$ cat config.mk
export PLATFORM = sky130hd
export DESIGN_NAME = text_console_writer
export DESIGN_NICKNAME = d
export VERILOG_FILES = /design/src/rtl/text_console_writer.sv
export SDC_FILE = /design/constraint.sdc
export NUM_CORES = 1
export LEC_CHECK = 0
export ABC_AREA = 1
export BUFFER_PORTS_ARGS = -buffer_cell sky130_fd_sc_hd__buf_2
export CORE_ASPECT_RATIO = 0.7
export CORE_UTILIZATION = 35
export DETAILED_ROUTE_END_ITERATION = 6
export SYNTH_ARGS = -nofsm -noshare
export SYNTH_HDL_FRONTEND = slang
export SYNTH_SLANG_ARGS = --single-unit
$ cat constraint.sdc
create_clock -name clk -period 5.27 [get_ports clk]
set_input_delay 1.3175 -clock clk [delete_from_list [all_inputs] [get_ports clk]]
set_output_delay 1.3175 -clock clk [all_outputs]
set_load 0.05 [all_outputs]
$ cat src/rtl/text_console_writer.sv
// Turns a UART byte stream into character-RAM writes with a text cursor, control
// characters and row/screen clears; the video fetcher always wins the shared RAM port.
module text_console_writer #(
    parameter int         COLS   = 40,
    parameter int         ROWS   = 30,
    parameter int         ADDR_W = 11,
    parameter logic [7:0] BLANK  = 8'h20
) (
    input  logic                      clk,
    input  logic                      reset_n,
    input  logic                      i_wr,
    input  logic [7:0]                i_data,
    input  logic                      rd_req,
    input  logic [ADDR_W-1:0]         rd_addr,
    output logic [ADDR_W-1:0]         ram_addr,
    output logic                      ram_we,
    output logic [7:0]                ram_din,
    output logic                      o_busy,
    output logic                      o_ovf,
    output logic [$clog2(COLS)-1:0]   o_col,
    output logic [$clog2(ROWS)-1:0]   o_row
);

    localparam int CW = $clog2(COLS);
    localparam int RW = $clog2(ROWS);
    localparam logic [CW-1:0]     COL_LAST = CW'(COLS - 1);
    localparam logic [RW-1:0]     ROW_LAST = RW'(ROWS - 1);
    localparam logic [ADDR_W-1:0] COLS_A   = ADDR_W'(COLS);
    localparam logic [ADDR_W-1:0] ROW_SPAN = ADDR_W'(COLS - 1);
    localparam logic [ADDR_W-1:0] SCR_LAST = ADDR_W'(COLS * ROWS - 1);
    localparam logic [7:0] CH_BS = 8'h08;
    localparam logic [7:0] CH_LF = 8'h0A;
    localparam logic [7:0] CH_FF = 8'h0C;
    localparam logic [7:0] CH_CR = 8'h0D;

    typedef enum logic [1:0] {
        ST_IDLE    = 2'd0,
        ST_EXEC    = 2'd1,
        ST_CLR_ROW = 2'd2,
        ST_CLR_ALL = 2'd3
    } state_t;

    state_t              state_q, state_d;
    logic [7:0]          hold_q;
    logic                busy_q;
    logic                ovf_q;
    logic [CW-1:0]       col_q, col_d;
    logic [RW-1:0]       row_q, row_d;
    logic [ADDR_W-1:0]   base_q, base_d;
    logic [ADDR_W-1:0]   clr_q, clr_d;

    logic                accept_s;
    logic                done_s;
    logic                wr_en_s;
    logic [ADDR_W-1:0]   wr_addr_s;
    logic [7:0]          wr_data_s;
    logic [RW-1:0]       nl_row_s;
    logic [ADDR_W-1:0]   nl_base_s;

    assign accept_s = i_wr & ~busy_q;

    // Cursor position after a newline; row_base tracked by addition to avoid a multiplier
    always_comb begin
        if (row_q == ROW_LAST) begin
            nl_row_s  = '0;
            nl_base_s = '0;
        end else begin
            nl_row_s  = row_q + RW'(1);
            nl_base_s = base_q + COLS_A;
        end
    end

    // Next-state and writer request decode
    always_comb begin
        state_d   = state_q;
        col_d     = col_q;
        row_d     = row_q;
        base_d    = base_q;
        clr_d     = clr_q;
        done_s    = 1'b0;
        wr_en_s   = 1'b0;
        wr_addr_s = base_q + ADDR_W'(col_q);
        wr_data_s = 8'h00;
        case (state_q)
            ST_IDLE: begin
                if (accept_s || busy_q) begin
                    state_d = ST_EXEC;
                end else begin
                    state_d = ST_IDLE;
                end
            end
            ST_EXEC: begin
                if (rd_req) begin
                    state_d = ST_EXEC;
                end else if (hold_q >= 8'h20 && hold_q <= 8'h7E) begin
                    wr_en_s   = 1'b1;
                    wr_data_s = hold_q;
                    if (col_q == COL_LAST) begin
                        col_d   = '0;
                        row_d   = nl_row_s;
                        base_d  = nl_base_s;
                        clr_d   = nl_base_s;
                        state_d = ST_CLR_ROW;
                    end else begin
                        col_d   = col_q + CW'(1);
                        state_d = ST_IDLE;
                        done_s  = 1'b1;
                    end
                end else begin
                    case (hold_q)
                        CH_CR: begin
                            col_d   = '0;
                            state_d = ST_IDLE;
                            done_s  = 1'b1;
                        end
                        CH_LF: begin
                            row_d   = nl_row_s;
                            base_d  = nl_base_s;
                            clr_d   = nl_base_s;
                            state_d = ST_CLR_ROW;
                        end
                        CH_BS: begin
                            if (col_q != '0) begin
                                col_d     = col_q - CW'(1);
                                wr_en_s   = 1'b1;
                                wr_addr_s = base_q + ADDR_W'(col_q) - ADDR_W'(1);
                                wr_data_s = BLANK;
                            end else begin
                                col_d = col_q;
                            end
                            state_d = ST_IDLE;
                            done_s  = 1'b1;
                        end
                        CH_FF: begin
                            col_d   = '0;
                            row_d   = '0;
                            base_d  = '0;
                            clr_d   = '0;
                            state_d = ST_CLR_ALL;
                        end
                        default: begin
                            state_d = ST_IDLE;
                            done_s  = 1'b1;
                        end
                    endcase
                end
            end
            ST_CLR_ROW: begin
                if (!rd_req) begin
                    wr_en_s   = 1'b1;
                    wr_addr_s = clr_q;
                    wr_data_s = BLANK;
                    if (clr_q == base_q + ROW_SPAN) begin
                        state_d = ST_IDLE;
                        done_s  = 1'b1;
                    end else begin
                        clr_d = clr_q + ADDR_W'(1);
                    end
                end else begin
                    state_d = ST_CLR_ROW;
                end
            end
            ST_CLR_ALL: begin
                if (!rd_req) begin
                    wr_en_s   = 1'b1;
                    wr_addr_s = clr_q;
                    wr_data_s = BLANK;
                    if (clr_q == SCR_LAST) begin
                        state_d = ST_IDLE;
                        done_s  = 1'b1;
                    end else begin
                        clr_d = clr_q + ADDR_W'(1);
                    end
                end else begin
                    state_d = ST_CLR_ALL;
                end
            end
            default: begin
                state_d = ST_IDLE;
            end
        endcase
    end

    // RAM port arbitration: the video fetcher owns the port whenever it asks
    always_comb begin
        if (rd_req) begin
            ram_addr = rd_addr;
            ram_we   = 1'b0;
            ram_din  = 8'h00;
        end else begin
            ram_addr = wr_addr_s;
            ram_we   = wr_en_s;
            ram_din  = wr_data_s;
        end
    end

    // State, cursor, holding register and sticky overflow
    always_ff @(posedge clk or negedge reset_n) begin
        if (!reset_n) begin
            state_q <= ST_IDLE;
            hold_q  <= 8'h00;
            busy_q  <= 1'b0;
            ovf_q   <= 1'b0;
            col_q   <= '0;
            row_q   <= '0;
            base_q  <= '0;
            clr_q   <= '0;
        end else begin
            state_q <= state_d;
            col_q   <= col_d;
            row_q   <= row_d;
            base_q  <= base_d;
            clr_q   <= clr_d;
            if (accept_s) begin
                hold_q <= i_data;
                busy_q <= 1'b1;
            end else if (done_s) begin
                busy_q <= 1'b0;
            end
            if (i_wr && busy_q) begin
                ovf_q <= 1'b1;
            end
        end
    end

    assign o_busy = busy_q;
    assign o_ovf  = ovf_q;
    assign o_col  = col_q;
    assign o_row  = row_q;

endmodule

==> results of run 1 <==
-- critical path, delay by kind of cell (launching register included) --
| kind | cells | cell delay (ns) |
|---|---|---|
| adder cells (fa/ha/maj) | 3 | 0.92 |
| AND/OR/NAND/NOR | 7 | 0.84 |
| buffers and inverters | 3 | 0.43 |
| flip-flops | 1 | 0.42 |
| AO/OA/AOI/OAI | 2 | 0.25 |
-- routing by layer --
layer,up-vias,wire length [microns],part of all wire [%]
met1,1863,6180,51
li1,2089,-,-
met4,0,237,2.0
met5,-,0,0
met3,20,1150,9.4
met2,183,4570,38
-- how the worst min path moves through the flow --
stage / startpoint / to / cells past startpoint
global route: o_ovf / o_ovf / 1
finish: o_ovf / o_ovf / 1
global placement: o_ovf / o_ovf / 1
detailed placement: o_ovf / o_ovf / 1
CTS: o_ovf / o_ovf / 1
floorplan: clr_q[7] / clr_q[7] / 2
-- synth_stat cells, types with 2 or more instances --
library cell	instances	area [sq um]
sky130_fd_sc_hd__o21ai_0	34	170
sky130_fd_sc_hd__nor3_4	2	32.5
sky130_fd_sc_hd__a31oi_1	4	25.0
sky130_fd_sc_hd__nand3_1	57	285
sky130_fd_sc_hd__dfrtp_1	45	1130
sky130_fd_sc_hd__nand2_1	141	529
sky130_fd_sc_hd__or2_2	2	12.5
sky130_fd_sc_hd__nand3b_1	2	15.0
sky130_fd_sc_hd__ha_1	15	188
sky130_fd_sc_hd__nand2_2	3	18.8
sky130_fd_sc_hd__a21oi_1	34	170
sky130_fd_sc_hd__nor3_1	17	85.1
sky130_fd_sc_hd__nand4_1	8	50.1
sky130_fd_sc_hd__buf_6	2	22.5
sky130_fd_sc_hd__o22ai_1	4	25.0
sky130_fd_sc_hd__inv_1	83	312
sky130_fd_sc_hd__buf_2	4	20.0
sky130_fd_sc_hd__nand2_4	2	22.5
sky130_fd_sc_hd__o21ai_2	10	87.6
sky130_fd_sc_hd__xnor2_1	7	61.3
sky130_fd_sc_hd__o221ai_1	5	43.8
sky130_fd_sc_hd__nor2_1	69	259
sky130_fd_sc_hd__xor2_1	25	219
sky130_fd_sc_hd__nand3_2	4	40.0
sky130_fd_sc_hd__buf_4	3	22.5
sky130_fd_sc_hd__inv_2	3	11.3
sky130_fd_sc_hd__nor3_2	2	20.0
sky130_fd_sc_hd__a21boi_0	2	15.0
sky130_fd_sc_hd__nor2_2	2	12.5
sky130_fd_sc_hd__clkbuf_1	8	30.0
-- final cells by class --
class / count / area, sq um
inverter: 86 / 323
multi-input combinational: 465 / 2550
clock buffer: 5 / 125
tap: 153 / 191
sequential: 45 / 1130
timing repair buffer: 55 / 278
fill: 1191 / 6580
clock inverter: 2 / 38.8
-- registers in the layout (all words and copies together) (netlist names) --
signal and flops:
o_ovf 1, o_col 6, o_row 5, o_busy 1, base_q 11, state_q 2
clr_q 11, hold_q 8
-- cells by family (layout without fill, tap and decap cells) --
| family | count (synthesis) | in the layout | synth area share, % |
|---|---|---|---|
| AO/OA/AOI/OAI | 101 | 101 | 15.0 |
| multiplexers | 2 | 2 | 0.517 |
| flip-flops | 45 | 45 | 27.4 |
| adder cells (fa/ha/maj) | 16 | 16 | 5.05 |
| buffers and inverters | 105 | 148 | 10.7 |
| XOR/XNOR | 33 | 33 | 7.36 |
| other | 1 | 1 | 0.0912 |
| AND/OR/NAND/NOR | 312 | 312 | 33.9 |
-- per-stage QoR --
stage,hold slack [ns],cells,setup slack (ns),util [%],instance area [sq um]
after floorplan,0.497,615,0.782,-,4110
after global placement,0.434,804,1.26,39.8,4470
after detailed placement,0.441,804,1.13,39.8,4470
after CTS,0.456,811,0.789,41.3,4630
after global routing,0.465,811,0.569,41.3,4630
final,0.455,811,0.784,41.3,4630
==> insert_results.sql, run 1 <==
INSERT INTO impl_metrics (metric_group, metric, value, unit) VALUES
('run_status', 'outcome', 'completed', ''),
('worst_setup_path', 'data_arrival_time_of_the_worst_path', '3.17', 'ns'),
('min_path', 'min-delay-path-class', 'reg2reg', ''),
('clocking', 'clockRootBuffer', 'sky130_fd_sc_hd__clkbuf_16', ''),
('grt', 'grt.overflow.total', '0', ''),
('clocking', 'cts_max_level', '2', ''),
('cells_and_area', 'layout.cells.most_common_list', 'sky130_fd_sc_hd__nand2_1 (141), sky130_fd_sc_hd__inv_1 (83), sky130_fd_sc_hd__nor2_1 (69), sky130_fd_sc_hd__nand3_1 (57), sky130_fd_sc_hd__buf_2 (54)', ''),
('worst_setup_path', 'worstSetupStartpoint', 'o_col[0]', ''),
('worst_setup_path', 'worst-endpoint-required', '3.95', 'ns'),
('worst_setup_path', 'reg2reg_slack', '2.65', 'ns'),
('worst_setup_path', 'critPathMaxStageDelay', '0.50', 'ns'),
('sta', 'worst_clock_skew', '0.00807', 'ns'),
('cells_and_area', 'antenna_cells_inserted', '0', ''),
('floorplanning', 'std_cell_rows', '32', ''),
('worst_setup_path', 'crit_path_start_kind', 'flip-flop', ''),
('clocking', 'max-clock-path-buffers', '2', ''),
('drt', 'vias_per_cell', '5.12', ''),
('synth', 'synth_sequential_area_ratio', '27.4', '%'),
('clocking', 'cts_resized', '0', ''),
('synth', 'synthesis.yosys.warnings', '0', ''),
('worst_setup_path', 'worst-setup-path-type', 'reg2out', ''),
('drt', 'dr_total_vias', '4155', ''),
('clocking', 'cts.sinks', '45', ''),
('worst_setup_path', 'ff2ff_path_depth', '9', ''),
('sta', 'fin_crit_sh', '85.1', '%'),
('synth', 'ys_seq_elements', '45', ''),
('clocking', 'tritoncts.num_buffers', '5', ''),
('grt', 'number_of_global_route_vias_before_repair', '3654', ''),
('worst_setup_path', 'critical_path.cell_chain', 'ha_1 -> fa_1 -> inv_1 -> ha_1 -> inv_1 -> a21oi_1 -> nand3_1 -> nor2_1 -> nand3_1 -> nor2_2 -> nand2_1 -> nand2_1 -> nand3_1 -> a21oi_1 -> buf_2', ''),
('cells_and_area', 'syn2layout_area_growth', '12.6', '%'),
('synth', 'post_synth_instance_area', '4110', 'sq um'),
('worst_setup_path', 'timing.critical_path.fanout_max', '5', ''),
('drt', 'drt_first_iter_violations', '347', ''),
('run', 'max_cap_violations', '0', ''),
('floorplanning', 'initial_core_util', '36.7', '%'),
('synth', 'postSynthAreaPerCell', '6.69', 'sq um'),
('synth', 'synth_enable_flop_cells', '0', ''),
('sta', 'grt_setup_unrepaired', 'no', ''),
('cells_and_area', 'final_layout_size_suffix_gt1_share', '14.6', '%'),
('sta', 'final_hold_viol_count', '0', ''),
('grt', 'top_usage_layer', 'met1', ''),
('worst_setup_path', 'critPathCapture', 'ram_addr[10]', ''),
('worst_setup_path', 'most_frequent_cp_cell', 'sky130_fd_sc_hd__nand3_1', ''),
('drt', 'detailedRoute.firstPassIterationCount', '5', ''),
('place', 'place.port_buffers', '54', ''),
('synth', 'post_synth_inst_count', '615', ''),
('grt', 'grt_use_met2', '27.5', '%'),
('sta', 'max_slew_margin', '26.1', '%'),
('place', 'gp_congestion', '0.913', ''),
('floorplanning', 'y_dimension_of_the_die', '92.7', 'microns'),
('worst_setup_path', 'worst_r2r_endpoint', 'o_row[4]', ''),
('clocking', 'cts_hold_repair.buffers', '0', ''),
('sta', 'max_clock_freq', '0.223', 'GHz'),
('floorplanning', 'die_width', '132', 'microns'),
('drt', 'detail_route.wl_per_cell', '15.0', 'microns'),
('sta', 'final-setup-viol-count', '0', ''),
('drt', 'routed_wl', '12.1', 'mm'),
('worst_setup_path', 'crit_path_end_kind', 'output port', ''),
('clocking', 'cts_tree', 'built', ''),
('place', 'detailedPlacementHpwl', '9.47', 'mm'),
('cells_and_area', 'finalNetCount', '697', ''),
('synth', 'synth.net_count', '654', ''),
('sta', 'min_period', '4.49', 'ns'),
('grt', 'global_route_track_usage_on_met3', '4.98', '%'),
('sta', 'count_of_final_max_slew_check_failures', '0', ''),
('grt', 'number_of_antenna_violations_at_the_first_check_in_global_routing', '0', ''),
('sta', 'worst_slew_pin_slew', '1.11', 'ns'),
('synth', 'synth_cell_type_count', '46', ''),
('floorplanning', 'core_region_area', '11200', 'sq um'),
('synth', 'ys_dominant_reg_cell', 'sky130_fd_sc_hd__dfrtp_1', ''),
('drt', 'detail_route.drc_violations', '0', '');
Power of run 1 is left out: the tool's default activity adds up to more than one toggle a clock period on the data nets, which glitch-free logic cannot reach.
==> run 2: changes to the inputs <==
--- a/config.mk
+++ b/config.mk
@@ -7,9 +7,12 @@
 export LEC_CHECK = 0
 export ABC_AREA = 1
 export BUFFER_PORTS_ARGS = -buffer_cell sky130_fd_sc_hd__buf_2
+export CELL_PAD_IN_SITES_DETAIL_PLACEMENT = 0
+export CELL_PAD_IN_SITES_GLOBAL_PLACEMENT = 1
 export CORE_ASPECT_RATIO = 0.7
 export CORE_UTILIZATION = 35
 export DETAILED_ROUTE_END_ITERATION = 6
+export PLACE_DENSITY_LB_ADDON = 0.1
 export SYNTH_ARGS = -nofsm -noshare
 export SYNTH_HDL_FRONTEND = slang
 export SYNTH_SLANG_ARGS = --single-unit
==> run 2 against run 1 <==
  * Worst setup slack gained 0.049 ns
  * Flip-flop and latch count unchanged
  * Via count up 0.46%
  * Critical endpoint is now ram_addr[8]
  * Clock-buffer cell count unchanged
  * Final cell count grew 0.25%
  * Critical path depth is 2 lower
  * Cell area shrank 0.16%
  * Largest cell class unchanged
  * Highest routed layer unchanged
  * Die area unchanged
  * Non-clock buffer count increased by 2
  * Global-route usage grew 2.1 points
  * Utilization shrank 0.067 points
==> insert_results.sql, run 2 (synthesis gave the netlist of run 1 again) <==
INSERT INTO impl_metrics (metric_group, metric, value, unit) VALUES
('worst_setup_path', 'critPathBufInv', '3', ''),
('worst_setup_path', 'most_frequent_cp_cell', 'sky130_fd_sc_hd__a21oi_1', ''),
('worst_setup_path', 'crit_slowest_cell', 'sky130_fd_sc_hd__fa_1', ''),
('sta', 'worst_slew_pin_slew', '0.792', 'ns'),
('clocking', 'cts_tree', 'built', ''),
('worst_setup_path', 'critPathMaxStageDelay', '0.49', 'ns'),
('min_path', 'min-delay-path-class', 'reg2reg', ''),
('worst_setup_path', 'data_arrival_time_of_the_worst_path', '3.12', 'ns'),
('clocking', 'cts_hold_repair.buffers', '0', ''),
('worst_setup_path', 'critical_path.cell_chain', 'ha_1 -> fa_1 -> inv_1 -> ha_1 -> inv_1 -> a21oi_1 -> nand3_1 -> nor2_1 -> nand3_1 -> nor2_2 -> a21oi_1 -> a21oi_1 -> buf_2', ''),
('cells_and_area', 'final_layout_size_suffix_gt1_share', '14.8', '%'),
('cells_and_area', 'layout.cells.most_common_list', 'sky130_fd_sc_hd__nand2_1 (141), sky130_fd_sc_hd__inv_1 (83), sky130_fd_sc_hd__nor2_1 (69), sky130_fd_sc_hd__nand3_1 (57), sky130_fd_sc_hd__buf_2 (54)', ''),
('run_status', 'outcome', 'completed', ''),
('place', 'detailedPlacementHpwl', '10.4', 'mm'),
('floorplanning', 'y_dimension_of_the_die', '92.7', 'microns'),
('drt', 'dr_total_vias', '4174', ''),
('grt', 'number_of_antenna_violations_at_the_first_check_in_global_routing', '0', ''),
('worst_setup_path', 'path_delay_family', 'adder cells', ''),
('cells_and_area', 'total_area_of_multi_input_combinational_cells', '2550', 'sq um'),
('worst_setup_path', 'crit_path_start_kind', 'flip-flop', ''),
('clocking', 'cts.sinks', '45', ''),
('cells_and_area', 'antenna_cells_inserted', '0', ''),
('cells_and_area', 'finalNetCount', '699', ''),
('clocking', 'clkTransAtPathRegs', '0.07', 'ns'),
('sta', 'final_hold_viol_count', '0', ''),
('cells_and_area', 'final.fill_count', '1242', ''),
('clocking', 'max-clock-path-buffers', '2', ''),
('worst_setup_path', 'crit_path_end_kind', 'output port', ''),
('clocking', 'tritoncts.num_buffers', '5', ''),
('clocking', 'clock_insertion_delay_worst_skew', '0.30', 'ns'),
('cells_and_area', 'seqCellArea', '1130', 'sq um'),
('drt', 'detail_route.drc_violations', '0', ''),
('sta', 'final-setup-viol-count', '0', ''),
('worst_setup_path', 'timing.critical_path.fanout_max', '5', ''),
('sta', 'setup_tns', '0', 'ns'),
('worst_setup_path', 'worst-endpoint-required', '3.95', 'ns'),
('worst_setup_path', 'worst-setup-path-type', 'reg2out', ''),
('grt', 'grt_first_pass_wirelength', '21.3', 'mm'),
('sta', 'worst_clock_skew', '0.00707', 'ns'),
('sta', 'count_of_final_max_slew_check_failures', '0', ''),
('drt', 'final_antenna_net_count', '0', ''),
('floorplanning', 'core_region_area', '11200', 'sq um'),
('drt', 'routed_wl', '13.2', 'mm'),
('cells_and_area', 'final_common_cell', 'sky130_fd_sc_hd__nand2_1', ''),
('grt', 'grt_util_all_layers', '22.8', '%'),
('floorplanning', 'total_die_area', '12200', 'sq um'),
('floorplanning', 'die_width', '132', 'microns'),
('floorplanning', 'ios', '56', ''),
('drt', 'drt_first_iter_violations', '383', ''),
('clocking', 'post_cts_repair_timing_setup_buffer_count', '0', ''),
('cells_and_area', 'top_regs', 'base_q (11), clr_q (11), hold_q (8)', ''),
('sta', 'max_clock_freq', '0.225', 'GHz'),
('clocking', 'cts_resized', '0', ''),
('grt', 'number_of_global_route_vias_before_repair', '3879', ''),
('sta', 'min_period', '4.44', 'ns'),
('drt', 'detail_route.wl_per_cell', '16.3', 'microns'),
('clocking', 'cts_max_level', '2', ''),
('floorplanning', 'initial_core_util', '36.7', '%'),
('floorplanning', 'std_cell_rows', '32', ''),
('sta', 'grt_setup_unrepaired', 'no', ''),
('place', 'place.port_buffers', '54', ''),
('drt', 'detailedRoute.firstPassIterationCount', '4', ''),
('grt', 'grt.overflow.total', '0', ''),
('clocking', 'clockRootBuffer', 'sky130_fd_sc_hd__clkbuf_16', ''),
('drt', 'vias_per_cell', '5.13', ''),
('grt', 'grt_start_max_net_pins', '46', ''),
('place', 'gp_congestion', '0.868', ''),
('sta', 'max_slew_margin', '47.2', '%'),
('sta', 'fin_crit_sh', '84.2', '%'),
('cells_and_area', 'syn2layout_area_growth', '12.4', '%'),
('run', 'max_cap_violations', '0', '');
[run 2: cell types whose count changed in the layout (fill, tap and decap cells not counted)]
cell	previous run	this run
sky130_fd_sc_hd__buf_4	1	3
sky130_fd_sc_hd__clkinv_4	0	1
sky130_fd_sc_hd__clkinvlp_4	0	1
sky130_fd_sc_hd__bufinv_16	1	0
sky130_fd_sc_hd__inv_6	1	0
[run 2: layout make-up]
| class | count | share of cell area, % |
|---|---|---|
| Clock buffer | 5 | 2.71 |
| Tap cell | 153 | 4.14 |
| Inverter | 86 | 6.98 |
| Timing Repair Buffer | 57 | 6.33 |
| Sequential cell | 45 | 24.4 |
| Multi-Input combinational cell | 465 | 55.1 |
| Clock inverter | 2 | 0.352 |
[run 2: final timing paths]
path                            start          end  slack, ns  depth (start not counted)
setup / recovery             o_col[0]  ram_addr[8]       0.83                         13
hold / removal                  o_ovf        o_ovf       0.46                          1
setup reg to reg           state_q[1]    base_q[0]       2.65                          9
hold reg to reg                 o_ovf        o_ovf       0.46                          1
max in group asynchronous     reset_n    base_q[8]       3.71                          2
min in group asynchronous     reset_n    hold_q[6]       1.12                          2
[run 2: layer usage]
metal	track usage (%)	routed length [microns]	share of wire, %
met5	0	0	0
met4	4.84	140	1.1
met3	5.25	961	7.3
met2	31.1	5030	38
met1	35.2	7110	54
[run 2: worst reg2reg max path, cell delays in order, from the launching register on]
cell and delay [ns]:
sky130_fd_sc_hd__dfrtp_1 0.64, sky130_fd_sc_hd__nor2_1 0.19, sky130_fd_sc_hd__buf_4 0.22, sky130_fd_sc_hd__inv_1 0.13, sky130_fd_sc_hd__nor2_1 0.21, sky130_fd_sc_hd__inv_1 0.21, sky130_fd_sc_hd__nor2_4 0.48, sky130_fd_sc_hd__nand2_1 0.18
sky130_fd_sc_hd__inv_1 0.18, sky130_fd_sc_hd__nor2_1 0.07
[run 2: metrics by stage]
step | std cells | cell area [sq um] | setup slack, ns | utilization [%] | hold WS (ns)
2_1_floorplan | 615 | 4110 | 0.782 | - | 0.497
3_3_place_gp | 806 | 4480 | 1.27 | 40.0 | 0.439
3_5_place_dp | 806 | 4480 | 1.19 | 40.0 | 0.454
4_1_cts | 813 | 4620 | 0.849 | 41.2 | 0.471
5_1_grt | 813 | 4620 | 0.502 | 41.2 | 0.501
6_report | 813 | 4620 | 0.832 | 41.2 | 0.465
Power of run 2 is left out for the same reason.
